--- src/rtl/header_dispatcher.sv ---
// Buffers a block header, streams it byte-by-byte to a UART transmitter, then
// assembles the little-endian response nonce. Optional response timeout: HDR_TIMEOUT_EN.
module header_dispatcher #(
  parameter int HDR_BYTES      = 80,
  parameter int NONCE_BYTES    = 4,
  parameter int TIMEOUT_CYCLES = 50000000
) (
  input  logic        clk,
  input  logic        reset,
  input  logic        wr_en,
  input  logic [6:0]  wr_addr,
  input  logic [7:0]  wr_data,
  input  logic        start,
  output logic        busy,
  output logic [7:0]  tx_data,
  output logic        tx_start,
  input  logic        tx_busy,
  input  logic [7:0]  rx_data,
  input  logic        rx_ready,
  output logic [31:0] nonce,
  output logic        nonce_valid,
  output logic        timeout
);

  localparam int IDX_W = (HDR_BYTES > 1) ? $clog2(HDR_BYTES) : 1;
  localparam int CNT_W = $clog2(NONCE_BYTES + 1);
  localparam logic [IDX_W-1:0] LAST_IDX = IDX_W'(HDR_BYTES - 1);
  localparam logic [CNT_W-1:0] LAST_CNT = CNT_W'(NONCE_BYTES - 1);

  typedef enum logic [2:0] {IDLE, SEND, HOLD, DRAIN, RECV} state_t;

  state_t           state_q, state_d;
  logic [IDX_W-1:0] idx_q, idx_d;
  logic [CNT_W-1:0] cnt_q, cnt_d;
  logic [7:0]       tx_data_q, tx_data_d;
  logic [31:0]      asm_q, asm_d;
  logic [31:0]      nonce_q, nonce_d;
  logic             nonce_valid_q, nonce_valid_d;
  logic             timeout_q, timeout_d;
  logic [7:0]       hdr_mem [HDR_BYTES];
  logic             mem_we;
  logic             tx_fire;

`ifdef HDR_TIMEOUT_EN
  logic [31:0]      timer_q, timer_d;
`else
  logic             unused_timeout_cfg;
  assign unused_timeout_cfg = |TIMEOUT_CYCLES;
`endif

  assign mem_we  = wr_en && (state_q == IDLE) && (32'(wr_addr) < HDR_BYTES);
  assign tx_fire = (state_q == SEND) && !tx_busy;

  // The header buffer is deliberately outside the reset domain so a reset
  // during dispatch leaves the loaded header ready for a retry.
  always_ff @(posedge clk) begin
    if (mem_we) hdr_mem[IDX_W'(wr_addr)] <= wr_data;
  end

  // tx_data shows the new byte in the pulse cycle and is then held by tx_data_q.
  assign tx_start    = tx_fire;
  assign tx_data     = tx_fire ? hdr_mem[idx_q] : tx_data_q;
  assign busy        = (state_q != IDLE);
  assign nonce       = nonce_q;
  assign nonce_valid = nonce_valid_q;
  assign timeout     = timeout_q;

  always_comb begin
    state_d       = state_q;
    idx_d         = idx_q;
    cnt_d         = cnt_q;
    tx_data_d     = tx_data_q;
    asm_d         = asm_q;
    nonce_d       = nonce_q;
    nonce_valid_d = 1'b0;
    timeout_d     = 1'b0;
`ifdef HDR_TIMEOUT_EN
    timer_d       = timer_q;
`endif
    case (state_q)
      IDLE: begin
        if (start) begin
          state_d = SEND;
          idx_d   = '0;
          cnt_d   = '0;
          asm_d   = '0;
        end
      end
      SEND: begin
        if (!tx_busy) begin
          tx_data_d = hdr_mem[idx_q];
          state_d   = HOLD;
        end
      end
      HOLD: state_d = DRAIN;
      DRAIN: begin
        if (!tx_busy) begin
          if (idx_q == LAST_IDX) begin
            state_d = RECV;
`ifdef HDR_TIMEOUT_EN
            timer_d = '0;
`endif
          end else begin
            idx_d   = idx_q + 1'b1;
            state_d = SEND;
          end
        end
      end
      RECV: begin
        // Bytes collect in a shadow register so nonce only ever shows a complete value.
        if (rx_ready) begin
          for (int i = 0; i < 4; i++) begin
            if (cnt_q == CNT_W'(i)) asm_d[i*8 +: 8] = rx_data;
          end
          cnt_d = cnt_q + 1'b1;
`ifdef HDR_TIMEOUT_EN
          timer_d = '0;
`endif
          if (cnt_q == LAST_CNT) begin
            nonce_d       = asm_d;
            nonce_valid_d = 1'b1;
            cnt_d         = '0;
            state_d       = IDLE;
          end
        end
`ifdef HDR_TIMEOUT_EN
        else if (timer_q == 32'(TIMEOUT_CYCLES - 1)) begin
          timeout_d = 1'b1;
          timer_d   = '0;
          cnt_d     = '0;
          asm_d     = '0;
          state_d   = IDLE;
        end else begin
          timer_d = timer_q + 32'd1;
        end
`endif
      end
      default: state_d = IDLE;
    endcase
  end

  always_ff @(posedge clk or negedge reset) begin
    if (!reset) begin
      state_q       <= IDLE;
      idx_q         <= '0;
      cnt_q         <= '0;
      tx_data_q     <= '0;
      asm_q         <= '0;
      nonce_q       <= '0;
      nonce_valid_q <= 1'b0;
      timeout_q     <= 1'b0;
`ifdef HDR_TIMEOUT_EN
      timer_q       <= '0;
`endif
    end else begin
      state_q       <= state_d;
      idx_q         <= idx_d;
      cnt_q         <= cnt_d;
      tx_data_q     <= tx_data_d;
      asm_q         <= asm_d;
      nonce_q       <= nonce_d;
      nonce_valid_q <= nonce_valid_d;
      timeout_q     <= timeout_d;
`ifdef HDR_TIMEOUT_EN
      timer_q       <= timer_d;
`endif
    end
  end

endmodule

--- config.mk ---
export PLATFORM = sky130hd
export DESIGN_NAME = header_dispatcher
export DESIGN_NICKNAME = d
export VERILOG_FILES = /design/src/rtl/header_dispatcher.sv
export SDC_FILE = /design/constraint.sdc
export NUM_CORES = 1
export LEC_CHECK = 0
export ABC_AREA = 1
export BUFFER_PORTS_ARGS = -buffer_cell sky130_fd_sc_hd__buf_2
export CAP_MARGIN = 10
export CORE_UTILIZATION = 60
export CTS_CLUSTER_SIZE = 20
export DETAILED_ROUTE_END_ITERATION = 10
export GPL_TIMING_DRIVEN = 0
export PLACE_DENSITY = 0.86
export SYNTH_ARGS = -nofsm -noshare
export SYNTH_HDL_FRONTEND = slang
export SYNTH_SLANG_ARGS = --single-unit
--- constraint.sdc ---
create_clock -name clk -period 6.7 [get_ports clk]
set_clock_uncertainty 0.2 [all_clocks]
set_input_delay 1.005 -clock clk [delete_from_list [all_inputs] [get_ports clk]]
set_output_delay 1.005 -clock clk [all_outputs]
set_load 0.1 [all_outputs]
## Word-level counts from Yosys, hierarchy flattened

Memories as Yosys holds them, arrays and structs flattened.
Index checks and enable logic that the tools add are counted.
Widths: inputs -> output; s select.

| word-level totals | value |
|---|---|
| register bits after elaboration | 86 |
| bits in writable memories | 640 |
| input port bits | 29 |
| output and inout port bits | 44 |
| logic and storage cells | 68 |
| memories | 1 |

| cells by class | value |
|---|---|
| add/subtract/negate cells | 2 |
| magnitude comparators | 1 |
| eq/ne operators | 14 |
| mux-type cells | 28 |
| bitwise logic cells | 1 |
| reduce and logical (&&, ||, !) cells | 14 |

Memory list:

| name | words | bits a word | rd ports | clocked after memory_dff | wr ports | line | source |
|---|---|---|---|---|---|---|---|
| hdr_mem | 80 | 8 | 1 | 0 | 1 | 40 | `logic [7:0] hdr_mem [HDR_BYTES];` |

Operator list:

| kind | count |
|---|---|
| $mux 32 | 2 |
| $pmux 32 s2 | 1 |
| $mux 8 | 5 |
| $mux 3 | 9 |
| $mux 7 | 3 |
| $pmux 3 s5 | 1 |
| $pmux 7 s2 | 1 |
| $eq 3x2->1 const B | 4 |
| $ne 2x2->1 const B | 6 |
| $add 7x1->7 const B | 1 |
| $eq 7x7->1 const B | 1 |
| $lt 7x7->1 const B | 1 |
| $eq 3x1->1 const B | 2 |
| $logic_not 3->1 | 2 |
| $pmux 3 s2 | 1 |
| $reduce_and 3->1 | 2 |
| $mux 1 | 5 |
| $reduce_and 5->1 | 1 |
| $reduce_and 4->1 | 1 |
| $reduce_bool 2->1 | 2 |
| $add 3x1->3 const B | 1 |
| $eq 3x3->1 const B | 1 |
| $logic_and 1x1->1 | 3 |
| $reduce_bool 3->1 | 1 |
| 3 further kinds | 3 |

## Logic depth before layout (Yosys ltp)

Gate-level depths: netlist (run 1).

| logic depth | value |
|---|---|
| word-level depth | 5 |
| mapped depth | 16 |
| mapped depth without buffers | 14 |

## Least setup slack after synthesis (run 1)

OpenSTA, ideal clock, no wires.

| path | value |
|---|---|
| path kind | input-to-output |
| start | input tx_busy |
| end | output tx_data[5] |
| arrival time | 3,695 ps |
| required time | 5,495 ps |
| slack | 1,800 ps |
| cell stages on the path | 6 |
| buffers on the path | 1 |
| cell sequence | nor2_1 > inv_1 > buf_2 > nor2_1 > nand2_1 > nand2_1 |

| between the ends | value |
|---|---|
| cells in the longest elaborated chain, start to end | 3 |

Ends and longest elaborated chain:

| what | line | source |
|---|---|---|
| start: declaration | 17 | `input logic tx_busy,` |
| $logic_not 1->1 | - |  |
| $logic_and 1x1->1 | 52 | `assign tx_fire = (state_q == SEND) && !tx_busy;` |
| $mux 8 | 62 | `assign tx_data = tx_fire ? hdr_mem[idx_q] : tx_data_q;` |
| end: declaration | 15 | `output logic [7:0] tx_data,` |

Every way passes these cells.

## Worst setup path in the final report (run 1)

| path | value |
|---|---|
| start | register idx_q[2] |
| end | output tx_data[0] |

| between the ends | value |
|---|---|
| cells in the longest elaborated chain, start to end | 2 |

Ends and longest elaborated chain:

| what | line | source |
|---|---|---|
| start: declaration | 33 | `logic [IDX_W-1:0] idx_q, idx_d;` |
| start signal: assignment | 157 | `idx_q <= idx_d;` |
| $mem_v2 80x8 | - |  |
| $mux 8 | 62 |  |

Every way passes these cells.

==> summary.txt, run 1 <==
Status
  • Status: finished clean

Route
  • Drt first pass iters: 7
  • Via count: about 23000
  • Initial drt markers: between 3000 and 4000
  • Post-DR vias/cell: 6.21
  • DRT Wirelength: roughly 90000 um
  • Antenna Nets Post-Route: 0
  • Wire per inst: roughly 25 um
  • DRC violations left: 0

Yosys
  • Syn avg cell area: around 11 um2
  • Synth area leaders: edfxtp_1 (63%), nand2_1 (8.2%), dfrtp_1 (7.0%)
  • Seq cells post-synth: between 700 and 800
  • Library cells used by synthesis: 33
  • Synth Cell Area: ~30000 um2
  • Yosys Warn Count: 0
  • Post-Synthesis Net Count: 2835
  • Seq/Total Area, Yosys: between 60% and 70%
  • Synth top area share: 62.8%
  • Post-synthesis cell count: between 2000 and 3000
  • Synth area leader: edfxtp_1

Layout
  • ANT cells: 0
  • Area Growth Syn to Fin: 11.6%
  • Layout cells sized above 1: between 10% and 20%
  • Final Util: just under 70%
  • Total Nets Final: around 3000
  • Most common library cell in the layout ignoring fill and taps: nand2_1
  • Fillers: about 3500
  • Most frequent cells in the layout: nand2_1 (671), edfxtp_1 (640), nor2_1 (383)
  • Fin cells: roughly 3700
  • Fin area: about 34000 um2

Setup path
  • Worst r2r path cells: 5
  • Worst r2r src: state_q[2]
  • R2R Path End: hdr_mem[31][4]
  • CP Data Arrival Time: roughly 3700 ps
  • CP Class: reg -> out
  • Worst-path maximum fanout: 10
  • R2R setup slack: about 2900 ps
  • Critical Path End Type: primary output
  • Worst EP required: 5490 ps
  • CP Launch Type: flop

Floorplan
  • # rows: about 80
  • Initial Util: approximately 61%
  • Ports: 73
  • Die Span X: ~230 um
  • Die Area: ~52000 um2
  • Die height: ~230 um
  • CORE AREA: approximately 50000 um2

CTS
  • H-tree depth: 3
  • Skew-Pair Late Insertion Delay: around 630 ps
  • TritonCTS clock tree: yes
  • TritonCTS buffer count: 73
  • CTS Sinks: slightly above 700
  • Root buffer cell: clkbuf_16
  • CTS Buffer Depth: 3
  • Hold_buf cts: 0
  • Clock slew at reported path FFs: 70 ps
  • Resized Gates After CTS: 0
  • Post-CTS setup buffers: 0

Global route
  • Most Used Layer, Global Route: met2
  • Initial antenna violation count: 1
  • Met1 usage: around 45%
  • Overall Global Routing Usage: about a third
  • Vias in the first global route: roughly 22000
  • First-pass GRT wire length: around 130000 um
  • Met2 Track Usage GR: 54.1%
  • Pin count of the biggest net entering global routing: between 80 and 90
  • M3 GR Usage: roughly 10%
  • Total grt overflow: 0

Timing
  • Final hold vios: 0
  • Hold WS: 164 ps
  • Worst-Margin Slew: approximately 1200 ps
  • Setup TNS: 0 ps
  • Rel. slew slack: 21.5%
  • Final Cycle Share: approximately 74%
  • Fmax: 0.202 GHz
  • Fin. max-slew vios: 0
  • Unrepaired setup endpoints after global routing: no
  • Final-report setup violation count: 0
  • Tmin final: about 4900 ps

Placement
  • DP Area: 31900 um2
  • DP HPWL: 60000 um
  • Dpl cells: between 3000 and 4000
  • IO buf count: 70
  • RD Place Congestion: just over 1

Job
  • Max cap viols: 0

Power
  • Leakage power of the design: 13.1 nW
  • Worst vdd ir: about 230 uV
  • PwrDens: 361 nW/um2

Worst hold path
  • Hold Crit Class: in -> async
[sequential cells by signal, indices dropped and copies added (netlist names)]
signal	cells
idx_q	7
nonce_valid	1
tx_data_q	8
cnt_q	3
nonce	32
hdr_mem	640
asm_q	32
state_q	3
[worst max path at each step]
stage,from,end,slack (ps),depth (start not counted)
2_1_floorplan,tx_busy,tx_data[5],1800,6
4_1_cts,idx_q[0],tx_data[2],1940,12
6_report,idx_q[2],tx_data[0],1750,12
5_1_grt,idx_q[2],tx_data[1],1730,13
3_5_place_dp,wr_addr[4],hdr_mem[31][0],2560,6
3_3_place_gp,wr_addr[4],hdr_mem[31][3],2590,6
[stage by stage]
stage,power [mW],setup slack (ps)
6_report,12.3,1750
5_1_grt,12.6,1730
4_1_cts,12.2,1940
3_5_place_dp,8.28,2560
3_3_place_gp,8.21,2590
2_1_floorplan,7.13,1800
[synthesized netlist by cell type]
master / instances
inv_1: 214
a21oi_2: 1
a21oi_1: 30
ha_1: 5
a21oi_4: 1
clkbuf_1: 40
buf_2: 68
o221ai_1: 1
nand2_1: 671
conb_1: 1
o21ai_0: 244
o21ai_1: 9
clkinv_1: 3
edfxtp_1: 640
mux2_2: 32
nand4_1: 1
dfrtp_1: 86
nor3_4: 2
buf_4: 33
nor2_2: 3
buf_6: 7
o22ai_1: 20
nand3_2: 2
inv_4: 1
o31ai_1: 1
nor2_1: 383
and3_1: 6
nor3_2: 1
inv_2: 3
nor3_1: 2
buf_1: 2
o211ai_1: 20
nand3_1: 268
[metal layers]
metal / part of all wire, % / vias up
met5: 0.014 / -
met2: 45 / 1981
met4: 6.5 / 2
met3: 14 / 406
met1: 34 / 10632
li1: - / 9776
[cells by family after synthesis]
group	Yosys count	share of synthesized area (%)
buffers and inverters	371	5.41
flip-flops	726	69.8
multiplexers	32	1.18
AO/OA/AOI/OAI	327	5.66
adder cells (fa/ha/maj)	5	0.204
AND/OR/NAND/NOR	1339	17.7
other	1	0.0122
[layout make-up]
type                    instances  area [um2]  area share (%)
plain buffers                 150         825            2.41
clock inverters                27         226           0.663
multi-input cells            1704        7590            22.2
flip-flops and latches        726       21400            62.6
inverters                     221         832            2.44
repair buffers                 72         420            1.23
clock buffers                 101        2060            6.02
well taps                     672         841            2.46
[worst max-delay path: stages, from the launching register on]
cell and delay [ps]:
dfrtp_1 360, buf_4 200, nor2_2 480, clkbuf_1 590, nand2_1 110, nand2_1 80
nor2_1 120, nand2_1 90, nand3_1 250, nand3_1 200, nand2_1 90, nand2_1 80
buf_2 450
[power breakdown]
group | total [mW] | internal (mW) | switching (mW)
sequential | 5.03 | 4.99 | 0.0402
combinational | 3.32 | 0.734 | 2.58
clock | 3.99 | 2.30 | 1.70
No activity file was read; power rests on OpenSTA's default activity.
==> inputs of run 2 (changes only) <==
--- a/config.mk
+++ b/config.mk
@@ -5,14 +5,14 @@
 export SDC_FILE = /design/constraint.sdc
 export NUM_CORES = 1
 export LEC_CHECK = 0
-export ABC_AREA = 1
+export ABC_AREA = 0
 export BUFFER_PORTS_ARGS = -buffer_cell sky130_fd_sc_hd__buf_2
 export CAP_MARGIN = 10
-export CORE_UTILIZATION = 60
+export CORE_UTILIZATION = 56
 export CTS_CLUSTER_SIZE = 20
 export DETAILED_ROUTE_END_ITERATION = 10
 export GPL_TIMING_DRIVEN = 0
-export PLACE_DENSITY = 0.86
+export PLACE_DENSITY = 0.85
 export SYNTH_ARGS = -nofsm -noshare
 export SYNTH_HDL_FRONTEND = slang
 export SYNTH_SLANG_ARGS = --single-unit
==> constraint.sdc (replaced) <==
create_clock -name clk -period 4 [get_ports clk]
set_clock_uncertainty 0.2 [all_clocks]
set_input_delay 0.6 -clock clk [delete_from_list [all_inputs] [get_ports clk]]
set_output_delay 0.6 -clock clk [all_outputs]
set_load 0.1 [all_outputs]
==> run 2 against run 1 <==
Effect of this change: worst setup slack got worse by 1900 ps; combinational power increased by 77%; hold slack improved by 5.9 ps; non-clock buffer count decreased by 56; register-to-register slack got worse by 2800 ps; sequential share of layout area increased by 2.4 points; largest cell class unchanged; die area decreased by 0.85%; via count decreased by 31%; count of clock-buffer cells in the layout decreased by 7; the run now ends with negative setup slack left.
==> summary.txt, run 2 <==
Route
  • Drt first pass iters: 6 (was 7)
  • Antenna Nets Post-Route: 0 (unchanged)
  • DRC violations left: 0 (unchanged)
  • Wire per inst: 31.9 um (was 25.0 um)
  • Via count: 15829 (was 22797)
  • DRT Wirelength: 74900 um (was 91700 um)
  • Initial drt markers: 2508 (was 3921)
  • Post-DR vias/cell: 6.74 (was 6.21)

Yosys
  • Library cells used by synthesis: 54 (was 33)
  • Combinational family with the most area after synthesis: multiplexers (was simple AND/OR/NAND/NOR gates)
  • Synth Area in Adders: 0.221% (was 0.204%)
  • Synth async-reset ratio: 10.9% (was 11.8%)
  • Synth cell count leaders: edfxtp_1 (640), mux4_2 (153), nor2_1 (104) (was nand2_1 (671), edfxtp_1 (640), nor2_1 (383))
  • Seq cells post-synth: 718 (was 726)
  • Synth area leaders: edfxtp_1 (68%), mux4_2 (12%), dfrtp_1 (6.9%) (was edfxtp_1 (63%), nand2_1 (8.2%), dfrtp_1 (7.0%))
  • Mux cell area share after synthesis: 15.4% (was 1.18%)
  • Post-Synth XOR/XNOR Area: 0.124% (was 0%)
  • EDFF count, synth: 640 (unchanged)
  • Synth top area share: 67.8% (was 62.8%)
  • Most common cell in the netlist: edfxtp_1 (was nand2_1)
  • Synth area leader: edfxtp_1 (unchanged)
  • Yosys Warn Count: 0 (unchanged)
  • Synth Cell Area: 28300 um2 (was 30600 um2)
  • Simple-Gate Fraction of Synth Area: 4.39% (was 17.7%)
  • Syn avg cell area: 19.3 um2 (was 10.9 um2)
  • Post-synthesis cell count: 1466 (was 2801)
  • Post-Synthesis Net Count: 1500 (was 2835)
  • Seq/Total Area, Yosys: 74.7% (was 69.8%)
  • Compound-Gate Fraction of Synth Area: 3.34% (was 5.66%)
  • Synth Flop Type: edfxtp_1 (unchanged)

Setup path
  • Worst EP required: 3200 ps (was 5490 ps)
  • CP Class: reg -> out (unchanged)
  • CP Launch Type: flop (unchanged)
  • Critical Path End Type: primary output (unchanged)
  • Worst-path maximum fanout: 10 (unchanged)
  • CP Data Arrival Time: 3330 ps (was 3740 ps)

Timing
  • Final-report setup violation count: 8 (was 0)
  • Final hold vios: 0 (unchanged)
  • Rel. slew slack: 19.8% (was 21.5%)
  • Setup TNS: -511 ps (was 0 ps)
  • Hold WS: 170 ps (was 164 ps)
  • Fin. max-slew vios: 0 (unchanged)
  • Unrepaired setup endpoints after global routing: yes (was no)
  • Fmax: 0.242 GHz
  • Post-route setup slack: -134 ps (was 1750 ps)
  • Tmin final: just over 4000 ps
  • Final Cycle Share: 103%
  • Worst-Margin Slew: 1200 ps (was 1170 ps)

Placement
  • Setup Slack @ Placement: -36.7 ps (was 2560 ps)
  • DP HPWL: 44500 um (was 60000 um)
  • RD Place Congestion: 0.986 (was 1.03)
  • IO buf count: 61 (was 70)
  • Dpl cells: 2206 (was 3545)
  • DP Area: 29700 um2 (was 31900 um2)

Global route
  • Initial antenna violation count: 3 (was 1)
  • First-pass GRT wire length: 106000 um (was 134000 um)
  • Pin count of the biggest net entering global routing: 81 (unchanged)
  • Overall Global Routing Usage: 29.3% (was 35.3%)
  • Vias in the first global route: 15748 (was 21979)
  • Total grt overflow: 0 (unchanged)

Layout
  • Most flop-heavy register: hdr_mem (unchanged)
  • Fin cells: 2349 (was 3673)
  • Fin area: 32600 um2 (was 34200 um2)
  • Final Util: 65.1% (was 68.0%)
  • Area Growth Syn to Fin: 15.1% (was 11.6%)
  • Total Nets Final: 1656 (was 2982)
  • Most common library cell in the layout ignoring fill and taps: edfxtp_1 (was nand2_1)
  • Max FFs per register: 640 (unchanged)
  • Most frequent cells in the layout: edfxtp_1 (640), mux4_2 (153), nor2_1 (104) (was nand2_1 (671), edfxtp_1 (640), nor2_1 (383))
  • Layout cells sized above 1: 27.0% (was 10.7%)

CTS
  • TritonCTS buffer count: 71 (was 73)
  • Skew-Pair Late Insertion Delay: 610 ps (was 630 ps)
  • CTS Buffer Depth: 3 (unchanged)
  • Root buffer cell: clkbuf_16 (unchanged)
  • CTS Sinks: 718 (was 726)
  • H-tree depth: 3 (unchanged)
  • TritonCTS clock tree: yes (unchanged)
  • Clock slew at reported path FFs: 60 ps (was 70 ps)

Job
  • Max cap viols: 0 (unchanged)

Power
  • Leakage power of the design: 10.8 nW (was 13.1 nW)
  • Total chip power: 20.7 mW (was 12.3 mW)
  • Clk pwr share: 31.4% (was 32.4%)
  • Worst vdd ir: 413 uV (was 233 uV)
  • Power Internal: 14.3 mW (was 8.02 mW)
  • Switching part of the total: 30.7% (was 35.0%)
  • Reg power frac: 40.1% (was 40.8%)
  • Gate power share: 28.5% (was 26.9%)
  • Sw power: 6.34 mW (was 4.32 mW)
  • PwrDens: 634 nW/um2 (was 361 nW/um2)

Status
  • Failing checks: negative setup slack
  • Status: finished with violations (was finished clean)

Floorplan
  • Die height: 227 um (was 228 um)
  • # rows: 82 (unchanged)
  • Die Area: 51500 um2 (was 51900 um2)
  • Die Span X: 227 um (was 228 um)
  • CORE AREA: 50100 um2 (was 50300 um2)
  • Ports: 73 (unchanged)
  • Initial Util: 56.6% (was 60.9%)

Worst hold path
  • Hold Crit Class: in -> reg (was in -> async)
==> run 2: path summary, 6_finish.rpt <==
check / startpoint / to / slack, ps / depth (start not counted)
setup / recovery: idx_q[1] / tx_data[5] / -130 / 9
setup reg to reg: state_q[1] / hdr_mem[36][6] / 110 / 6
min in group asynchronous: reset / asm_q[5] / 510 / 2
hold / removal: rx_ready / state_q[2] / 170 / 3
max in group asynchronous: reset / asm_q[18] / 2470 / 2
hold reg to reg: nonce[8] / nonce[8] / 270 / 2
==> run 2: final cells by class <==
type | count | area [um2]
Sequential cell | 718 | 21200
Timing Repair Buffer | 83 | 704
Fill cell | 3137 | 17500
Multi-Input combinational cell | 657 | 6950
Inverter | 8 | 30.0
Tap cell | 672 | 841
Buffer | 83 | 699
Clock buffer | 94 | 1970
Clock inverter | 32 | 246
Antenna cell | 2 | 5.00
==> run 2: metal layers <==
layer | track usage [%] | vias up | share of wire (%)
met4 | 15.3 | 4 | 4.9
met5 | 0 | - | 0.032
li1 | - | 6249 | -
met2 | 44.7 | 1230 | 47
met1 | 38.6 | 8059 | 35
met3 | 8.57 | 287 | 12
==> run 2: kinds of logic after synthesis <==
family	count (synthesis)
flip-flops	718
buffers and inverters	91
adder cells (fa/ha/maj)	5
multiplexers	242
XOR/XNOR	4
AO/OA/AOI/OAI	136
AND/OR/NAND/NOR	269
other	1
==> run 2: worst max-delay path, stage by stage, from the launching register on <==
cell and delay, ps:
dfrtp_1 350, buf_2 220, buf_4 310, buf_4 340, mux4_2 390, mux2i_1 390, a21oi_1 130, nand3_1 240
a21oi_2 140, buf_6 210
==> run 2: power by group through the flow <==
stage                     clock [mW]  sequential (mW)  combinational (mW)
after CTS                       6.46             8.28                5.41
after global placement             0             8.43                4.77
after floorplan                    0             8.42                3.33
final                           6.50             8.28                5.89
after global routing            6.78             8.28                6.01
after detailed placement           0             8.43                4.89
==> run 2: timing repair <==
action / 4_1_cts / 5_1_grt
gates resized for setup: 92 / 43
setup endpoints to repair: 8 / 8
buffers inserted: 7 / 4
pin swaps: 7 / 10
hold buffers: 1 / 0
endpoints found under the hold margin: 51 / 0
gates cloned: 0 / 3
